[config.mk]
export PLATFORM = sky130hd
export DESIGN_NAME = vram_arbiter
export DESIGN_NICKNAME = d
export VERILOG_FILES = /design/src/rtl/vram_arbiter.sv
export SDC_FILE = /design/constraint.sdc
export NUM_CORES = 1
export LEC_CHECK = 0
export ABC_AREA = 1
export CAP_MARGIN = 20
export CORE_ASPECT_RATIO = 1.5
export CORE_MARGIN = 1.5
export CORE_UTILIZATION = 45
export CTS_BUF_LIST = sky130_fd_sc_hd__clkbuf_4 sky130_fd_sc_hd__clkbuf_8
export DETAILED_ROUTE_END_ITERATION = 8
export DONT_BUFFER_PORTS = 1
export GPL_ROUTABILITY_DRIVEN = 0
export PLACE_DENSITY = 0.71
export SETUP_SLACK_MARGIN = 0.15
export SLEW_MARGIN = 10
export SYNTH_ARGS = -nofsm -noshare
export SYNTH_HDL_FRONTEND = slang
export SYNTH_SLANG_ARGS = --single-unit
[constraint.sdc]
create_clock -name pixel_clock -period 2 [get_ports pixel_clock]
set_input_delay 0.3 -clock pixel_clock [delete_from_list [all_inputs] [get_ports pixel_clock]]
set_output_delay 0.3 -clock pixel_clock [all_outputs]
set_load 0.03 [all_outputs]
[src/rtl/vram_arbiter.sv]
// vram_arbiter: single-port VRAM arbiter, fixed-latency video fetch over posted CPU writes and stalled CPU reads
module vram_arbiter #(
  parameter int ADDR_W     = 13,
  parameter int DATA_W     = 8,
  parameter int STARVE_MAX = 64
) (
  input  logic              pixel_clock,
  input  logic              reset,
  input  logic              vid_rd,
  input  logic [ADDR_W-1:0] vid_addr,
  output logic [DATA_W-1:0] vid_data,
  output logic              vid_valid,
  input  logic              cpu_req,
  input  logic              cpu_we,
  input  logic [ADDR_W-1:0] cpu_addr,
  input  logic [DATA_W-1:0] cpu_wdata,
  output logic              cpu_busy,
  output logic [DATA_W-1:0] cpu_rdata,
  output logic              cpu_rvalid,
  output logic              cpu_starve,
  output logic [ADDR_W-1:0] ram_addr,
  output logic              ram_we,
  output logic [DATA_W-1:0] ram_wdata,
  input  logic [DATA_W-1:0] ram_rdata
);
  localparam int CW = $clog2(STARVE_MAX + 1);
  logic              wb_valid_q, wb_valid_d, rd_pending_q, rd_pending_d;
  logic [ADDR_W-1:0] wb_addr_q, rd_addr_q;
  logic [DATA_W-1:0] wb_data_q, vid_data_q, cpu_rdata_q;
  logic              vid_s1_q, vid_valid_q, rd_s1_q, cpu_rvalid_q, starve_q;
  logic [CW-1:0]     starve_cnt_q, starve_cnt_d;
  logic              acc, drain, rd_issue, blocked;
  assign cpu_busy = rd_pending_q | (wb_valid_q & vid_rd);
  assign acc      = cpu_req & ~cpu_busy;
  assign drain    = wb_valid_q & ~vid_rd;
  // an in-flight read (rd_s1_q) keeps rd_pending set but must not reissue
  assign rd_issue = rd_pending_q & ~rd_s1_q & ~vid_rd & ~wb_valid_q;
  assign blocked  = (wb_valid_q | rd_pending_q) & vid_rd;
  assign wb_valid_d   = (acc & cpu_we) | (wb_valid_q & ~drain);
  assign rd_pending_d = (acc & ~cpu_we) | (rd_pending_q & ~rd_s1_q);
  assign starve_cnt_d = !blocked ? '0 :
                        (starve_cnt_q == CW'(STARVE_MAX)) ? starve_cnt_q : starve_cnt_q + 1'b1;
  assign ram_addr   = vid_rd ? vid_addr : drain ? wb_addr_q : rd_issue ? rd_addr_q : vid_addr;
  assign ram_we     = drain;
  assign ram_wdata  = wb_data_q;
  assign vid_data   = vid_data_q;
  assign vid_valid  = vid_valid_q;
  assign cpu_rdata  = cpu_rdata_q;
  assign cpu_rvalid = cpu_rvalid_q;
  assign cpu_starve = starve_q;
  always_ff @(posedge pixel_clock) begin
    if (reset) begin
      wb_valid_q   <= 1'b0;
      wb_addr_q    <= '0;
      wb_data_q    <= '0;
      rd_pending_q <= 1'b0;
      rd_addr_q    <= '0;
      vid_s1_q     <= 1'b0;
      vid_valid_q  <= 1'b0;
      vid_data_q   <= '0;
      rd_s1_q      <= 1'b0;
      cpu_rvalid_q <= 1'b0;
      cpu_rdata_q  <= '0;
      starve_cnt_q <= '0;
      starve_q     <= 1'b0;
    end else begin
      vid_s1_q     <= vid_rd;
      vid_valid_q  <= vid_s1_q;
      if (vid_s1_q) vid_data_q <= ram_rdata;
      rd_s1_q      <= rd_issue;
      cpu_rvalid_q <= rd_s1_q;
      if (rd_s1_q) cpu_rdata_q <= ram_rdata;
      wb_valid_q   <= wb_valid_d;
      if (acc & cpu_we) begin
        wb_addr_q <= cpu_addr;
        wb_data_q <= cpu_wdata;
      end
      rd_pending_q <= rd_pending_d;
      if (acc & ~cpu_we) rd_addr_q <= cpu_addr;
      starve_cnt_q <= starve_cnt_d;
      if (starve_cnt_d == CW'(STARVE_MAX)) starve_q <= 1'b1;
    end
  end
endmodule

## Yosys cells after proc, flatten, opt, wreduce, memory -nomap -nowiden

Cells that the tools add are included.

| storage, ports and cells | value |
|---|---|
| bits in registers | 64 |
| input port bits | 47 |
| output and inout bits | 42 |

| operators by class | value |
|---|---|
| $add $sub $neg | 1 |
| equality and inequality tests | 2 |
| mux-type cells | 5 |
| bitwise operators | 20 |

Operators with widths:

| cell | number |
|---|---|
| $mux W13 | 3 |
| $eq A7 B7 Y1 const B | 2 |
| $mux W7 | 2 |
| $and A1 B1 Y1 | 10 |
| $add A7 B1 Y7 const B | 1 |
| $not A1 Y1 | 6 |
| $or A1 B1 Y1 | 4 |

## Longest topological paths before layout

Gate-level depths: netlist of the first run.

| logic depth | value |
|---|---|
| word-level depth | 7 |
| depth in mapped cells | 11 |
| depth with buffers taken out | 11 |

## Worst setup path before layout of the first run

Ideal clock, no wire load.

| timing | value |
|---|---|
| path kind | reg-to-output |
| start | register wb_valid_q |
| end | output port ram_addr[10] |
| arrival | 1.954 ns |
| data required time | 1.700 ns |
| setup slack | -0.254 ns |
| stages on the path, launching flop included | 6 |
| buffers on the path | 1 |
| path through | dfxtp_1 -> inv_1 -> nor2_2 -> inv_1 -> clkbuf_1 -> o21ai_0 |

| between the ends | value |
|---|---|
| elaborated cells between the ends (all ways) | 6 |
| classes of those cells | mux (3); bitwise (3) |

RTL lines:

| item | RTL line | text |
|---|---|---|
| start, declared | 27 | `logic wb_valid_q, wb_valid_d, rd_pending_q, rd_pending_d;` |
| start signal, assigned | 73 | `wb_valid_q <= wb_valid_d;` |
| $and A1 B1 Y1 | 35 | `assign drain = wb_valid_q & ~vid_rd;` |
| net ram_we | 22 | `output logic ram_we,` |
| $mux W13 (2 in a row) | 43 | `assign ram_addr = vid_rd ? vid_addr : drain ? wb_addr_q : rd_issue ? rd_addr_q : vid_addr;` |
| end, declared | 21 | `output logic [ADDR_W-1:0] ram_addr,` |

The timed path passes the listed nets, and every way through them passes these cells.

## Worst setup path after layout of the first run

| timing | value |
|---|---|
| start | register rd_pending_q |
| end | output port ram_addr[6] |

| between the ends | value |
|---|---|
| cells in the longest elaborated chain, start to end | 6 |

Ends and longest elaborated chain:

| item | RTL line | text |
|---|---|---|
| start, declared | 27 |  |
| start signal, assigned | 78 | `rd_pending_q <= rd_pending_d;` |
| $and A1 B1 Y1 (3 in a row) | 37 | `assign rd_issue = rd_pending_q & ~rd_s1_q & ~vid_rd & ~wb_valid_q;` |
| $mux W13 (3 in a row) | 43 |  |

Every way passes these cells.

==> metrics.txt, run 1 <==
final setup skew 0.00918 ns; clock tree buffer depth 2; Worst path max stage delay 0.32 ns; Netlist cell types 27; unrepaired setup endpoints after global routing true; worst-margin pin slew 0.594 ns; endpoint class of the critical path output port; CP cell instances inv_2 > nor2_2 > inv_2 > nor2_4 > nand2_4 > clkinvlp_4 > buf_6 > o21ai_1 > o21ai_1 > buf_4; port buffer count 0; Static Leakage 1.30 nW; grt ovf 0; post-layout min period 1.88 ns; post-route cell area 3270 um^2; Worst EP arrival 1.58 ns; ANT cells 0; Peak VDD IR 0.521 mV; final total power 3.11 mW; status finished clean; area grow syn2layout 19.8%; complex-gate fraction of the synthesized area 20.0%; worst reg-to-reg setup slack 0.29 ns; Synth Area in XOR/XNOR 0%; # fillers 539; class of the most critical setup path register to output port; initial DRC count 96; die height 98.5 um; Syn Inst Count 344; hold endpoint ram_wdata[4]; initial antenna violation count 0; vias post-DR 2277; largest family of logic cells by synthesized area compound AO/OA/AOI/OAI gates; Final Net Count 409; Hold Path Stages 1; Final Max Slew Viols 0; Synth Area in Adders 0.915%; synth warn 0; Max-slew headroom 60.4%; DIE AREA 6560 um^2; part of the cycle the worst path needs 94.1%; Fin Setup TNS 0 ns; pwr dens 950 nW/um^2; layout cells sized above 1 22.5%; Max Clk Rate 531 MHz; placed instance area 2910 um^2; Worst Hold Launch reset; TritonCTS Sinks 64; H-tree levels 3; CP Launch Type register; Cell Rows 34; RR Endpoint rd_addr_q[9]; first-pass GRT wire length 9.91 mm; Initial Utilization 46.9%; simple-gate share of the synthesized area 19.5%; ANT nets after route 0; final hold violations 0; Seq cells post-synth 64; Final setup viols 0; maximum fanout along the worst path 7; Die Span X 66.6 um; total detailed-routing wirelength 6.21 mm; post-synthesis sequential area ratio 46.9%; hold_ws 0.0268 ns; Hold Buf Count CTS 0; Root Driver clkbuf_8; core area 5830 um^2; CTS tree built; DRT Pass-1 Iters 4; area of the mapped netlist 2730 um^2; worst r2r src rd_pending_q; cts bufs inserted 9; Worst Hold Class input port to register; Worst-path clk slew 0.07 ns; DR WL/cell 14.2 um; Synth Net Count 393; Worst-Skew Late Latency 0.34 ns; Critical-path top delay cell dfxtp_2; required time of the critical path 1.70 ns; Syn Area/Cell 7.95 um^2; max cap viols 0; DR DRC count 0; reg2reg path depth 8; post-DP HPWL 4.26 mm; largest net degree at the start of global routing 65; vias in the first global route 2201; multiplexer area fraction after synthesis 2.93%; commonest non-fill, non-tap cell in the layout dfxtp_1; most frequent cells in the layout dfxtp_1 (62), nor2_1 (53), nand2_1 (47); GR Util All Layers 19.7%; Vias/cell 5.21; I/O pin cnt 89
==> what timing repair did <==
item,in CTS,in global routing
endpoints found under the setup margin,13,13
gates resized for setup,28,7
buffers inserted,5,1
pin swaps,6,2
==> sequential cells by signal (all words and copies together) (netlist names) <==
name	flops
cpu_starve	1
vid_s1_q	1
vid_data	8
rd_pending_q	1
cpu_rdata	8
vid_valid	1
wb_valid_q	1
ram_wdata	8
wb_addr_q	13
starve_cnt_q	7
cpu_rvalid	1
rd_s1_q	1
rd_addr_q	13
==> synthesized netlist by cell type (all sizes together) <==
library cell / count / area (um^2)
dfxtp: 64 / 1280
nor2: 62 / 243
nand2: 50 / 195
inv: 42 / 158
a21oi: 27 / 135
a211oi: 26 / 260
o21ai: 20 / 100
nand3: 11 / 55.1
clkbuf: 9 / 33.8
buf: 8 / 68.8
mux2i: 8 / 80.1
o22ai: 6 / 37.5
nand4: 3 / 25.0
clkinv: 2 / 7.51
ha: 2 / 25.0
o21bai: 2 / 15.0
nor3: 1 / 5.00
or3b: 1 / 8.76
==> cells by family after synthesis <==
logic type / count (synthesis)
AO/OA/AOI/OAI: 81
adder cells (fa/ha/maj): 2
buffers and inverters: 61
flip-flops: 64
multiplexers: 8
AND/OR/NAND/NOR: 128
==> metal layers <==
metal	GRT usage, %	share of wire [%]	up-vias
met5	0	0	-
met2	34.1	52	66
met3	6.39	6.5	5
li1	-	-	1158
met1	21.6	40	1048
met4	8.48	1.3	0
==> layout make-up <==
cell class                 instances  area [um^2]  share of cell area, %
clock buffer                       9          124                   3.78
clock inverter                     7          120                   3.67
inverter                          44          169                   5.16
multi-input combinational        219         1280                   39.0
sequential                        64         1280                   39.2
tap                               72         90.1                   2.75
timing repair buffer              22          211                   6.46
==> power breakdown <==
part / internal [mW] / switching (mW) / total [mW] / leakage [nW]
Combinational: 0.143 / 0.217 / 0.360 / 0.655
Clock: 0.829 / 0.514 / 1.34 / 0.119
Sequential: 1.34 / 0.0696 / 1.41 / 0.524
==> critical path: cells and delay by family, from the launching register on <==
kind / cells / cell delay, ns
flops: 1 / 0.32
buf+inv: 5 / 0.58
compound gates: 2 / 0.17
simple gates: 3 / 0.16
==> worst max-delay path by stage <==
stage | from | endpoint | slack (ns) | depth (start not counted)
final | rd_pending_q | ram_addr[6] | 0.12 | 10
after global routing | rd_pending_q | ram_addr[1] | 0.03 | 10
after CTS | rd_pending_q | ram_addr[9] | 0.08 | 10
after detailed placement | rd_pending_q | ram_addr[3] | 0.19 | 9
after global placement | rd_pending_q | ram_addr[12] | 0.26 | 9
after floorplan | wb_valid_q | ram_addr[3] | 0.13 | 4
==> stage by stage <==
| stage | std cells | util (%) | setup WS (ns) |
|---|---|---|---|
| 2_1_floorplan | 344 | - | 0.132 |
| 3_3_place_gp | 415 | 50.0 | 0.263 |
| 3_5_place_dp | 415 | 50.0 | 0.189 |
| 4_1_cts | 436 | 55.8 | 0.0798 |
| 5_1_grt | 437 | 56.2 | 0.0342 |
| 6_report | 437 | 56.2 | 0.118 |
No activity file was read; power rests on OpenSTA's default activity.
==> run 2, diff against run 1 <==
--- a/config.mk
+++ b/config.mk
@@ -17,2 +17,3 @@
 export PLACE_DENSITY = 0.71
+export REMOVE_ABC_BUFFERS = 1
 export SETUP_SLACK_MARGIN = 0.15
--- a/constraint.sdc
+++ b/constraint.sdc
@@ -3,2 +3,2 @@
 set_output_delay 0.3 -clock pixel_clock [all_outputs]
-set_load 0.03 [all_outputs]
+set_load 0.02 [all_outputs]
==> metrics.txt, run 2 (same netlist as run 1, synthesis figures left out) <==
DR WL/cell 13.5 um; Worst-path clk slew 0.07 ns; CP Launch Type register; H-tree levels 3; largest net degree at the start of global routing 65; commonest non-fill, non-tap cell in the layout dfxtp_1; ANT cells 0; I/O pin cnt 89; Max Clk Rate 525 MHz; initial DRC count 69; port buffer count 0; Worst EP arrival 1.60 ns; Final Net Count 411; post-DP HPWL 4.12 mm; Initial Utilization 46.9%; GR Util All Layers 19.6%; post-layout min period 1.90 ns; maximum fanout along the worst path 8; DR DRC count 0; clock tree buffer depth 2; vias post-DR 2270; Cell Rows 34; endpoint class of the critical path output port; area grow syn2layout 15.2%; Root Driver clkbuf_8; Max-slew headroom 64.4%; final setup skew 0.00615 ns; die height 98.5 um; final hold violations 0; worst-margin pin slew 0.534 ns; Worst-Skew Late Latency 0.33 ns; required time of the critical path 1.70 ns; Vias/cell 5.18; Peak VDD IR 0.569 mV; Final Max Slew Viols 0; most frequent cells in the layout dfxtp_1 (62), nor2_1 (54), nand2_1 (47); GR met2 Demand/Resource 32.5%; cts bufs inserted 9; global route hottest layer met2; Critical-path top delay cell dfxtp_2; Final setup viols 0; max cap viols 0; Worst path max stage delay 0.32 ns; core area 5830 um^2; DRT Pass-1 Iters 4; M3 GR Usage 6.74%; ANT nets after route 0; CTS tree built; Final WS setup 0.0968 ns; status finished clean; grt ovf 0; TritonCTS Sinks 64; class of the most critical setup path register to output port; pre-CTS setup slack 0.178 ns; Fin Setup TNS 0 ns; M1 GR Usage 21.9%; first-pass GRT wire length 9.85 mm; CP cell instances inv_2 > nor2_2 > inv_2 > nor2_4 > nand2_2 > clkinvlp_4 > buf_12 > nor2_2 > o22ai_1 > buf_4; total detailed-routing wirelength 5.91 mm; pwr dens 837 nW/um^2; layout cells sized above 1 20.5%; Static Leakage 1.26 nW; part of the cycle the worst path needs 95.2%; WP buf/inv 5; unrepaired setup endpoints after global routing true; Worst Hold Class input port to register; biggest regs rd_addr_q: 13 flops, wb_addr_q: 13 flops; delay-heaviest family, CP buffers and inverters; Die Span X 66.6 um; initial antenna violation count 0; DIE AREA 6560 um^2; vias in the first global route 2167
-- run 2: changes by cell type in the layout (fill, tap and decap cells not counted), moves of 3 or more --
cell,before,now
o21ai_1,8,5
o22ai_2,6,2
bufinv_16,3,0
buf_4,12,20
o21ai_0,7,13
buf_6,9,2
o22ai_1,0,4
-- run 2: layer usage --
layer | share of wire (%) | up-vias
met3 | 7.7 | 11
met2 | 50 | 77
met5 | 0 | -
met1 | 40 | 1022
li1 | - | 1160
met4 | 2.4 | 0
-- run 2: repair_timing --
item,CTS,global route
endpoints found under the hold margin,0,0
gates resized for setup,10,18
setup endpoints to repair,13,13
hold buffers,0,0
pin swaps,3,8
buffers inserted,6,0
-- run 2: path summary, 6_finish.rpt --
check	start	end	slack (ns)	depth (start not counted)
setup / recovery	rd_pending_q	ram_addr[4]	0.1	10
hold / removal	reset	ram_wdata[2]	0.03	1
setup reg to reg	rd_pending_q	rd_addr_q[10]	0.40	7
hold reg to reg	wb_addr_q[1]	wb_addr_q[1]	0.46	2
-- run 2: worst reg2reg max path: cells and delay by family, from the launching register on --
family	cells	cell delay, ns
AOI/OAI and AO/OA	1	0.05
buffers and inverters	3	0.43
and+or+nand+nor	3	0.68
DFF	1	0.31
-- run 2: area by class of cell --
class                      count  area (um^2)
multi-input combinational    219         1230
clock inverter                 4         22.5
timing repair buffer          24          213
inverter                      44          173
clock buffer                  11          139
tap                           72         90.1
sequential                    64         1280
fill                         530         2680
-- run 2: power by group --
part	internal [mW]	total, mW	switching [mW]	leakage (nW)
registers	1.34	1.39	0.0542	0.524
logic	0.138	0.320	0.182	0.646
clock network	0.463	0.924	0.461	0.0858
-- run 2: stage by stage --
step                util [%]  instance area, um^2  std cells  hold slack (ns)  total power, mW
floorplan                  -                 2630        327            0.369             1.62
global placement        49.0                 2860        417            0.375             1.71
detailed placement      49.0                 2860        417            0.377             1.71
CTS                     53.3                 3110        438           0.0113             2.66
global route            54.1                 3150        438          0.00742             2.76
finish                  54.1                 3150        438           0.0277             2.64
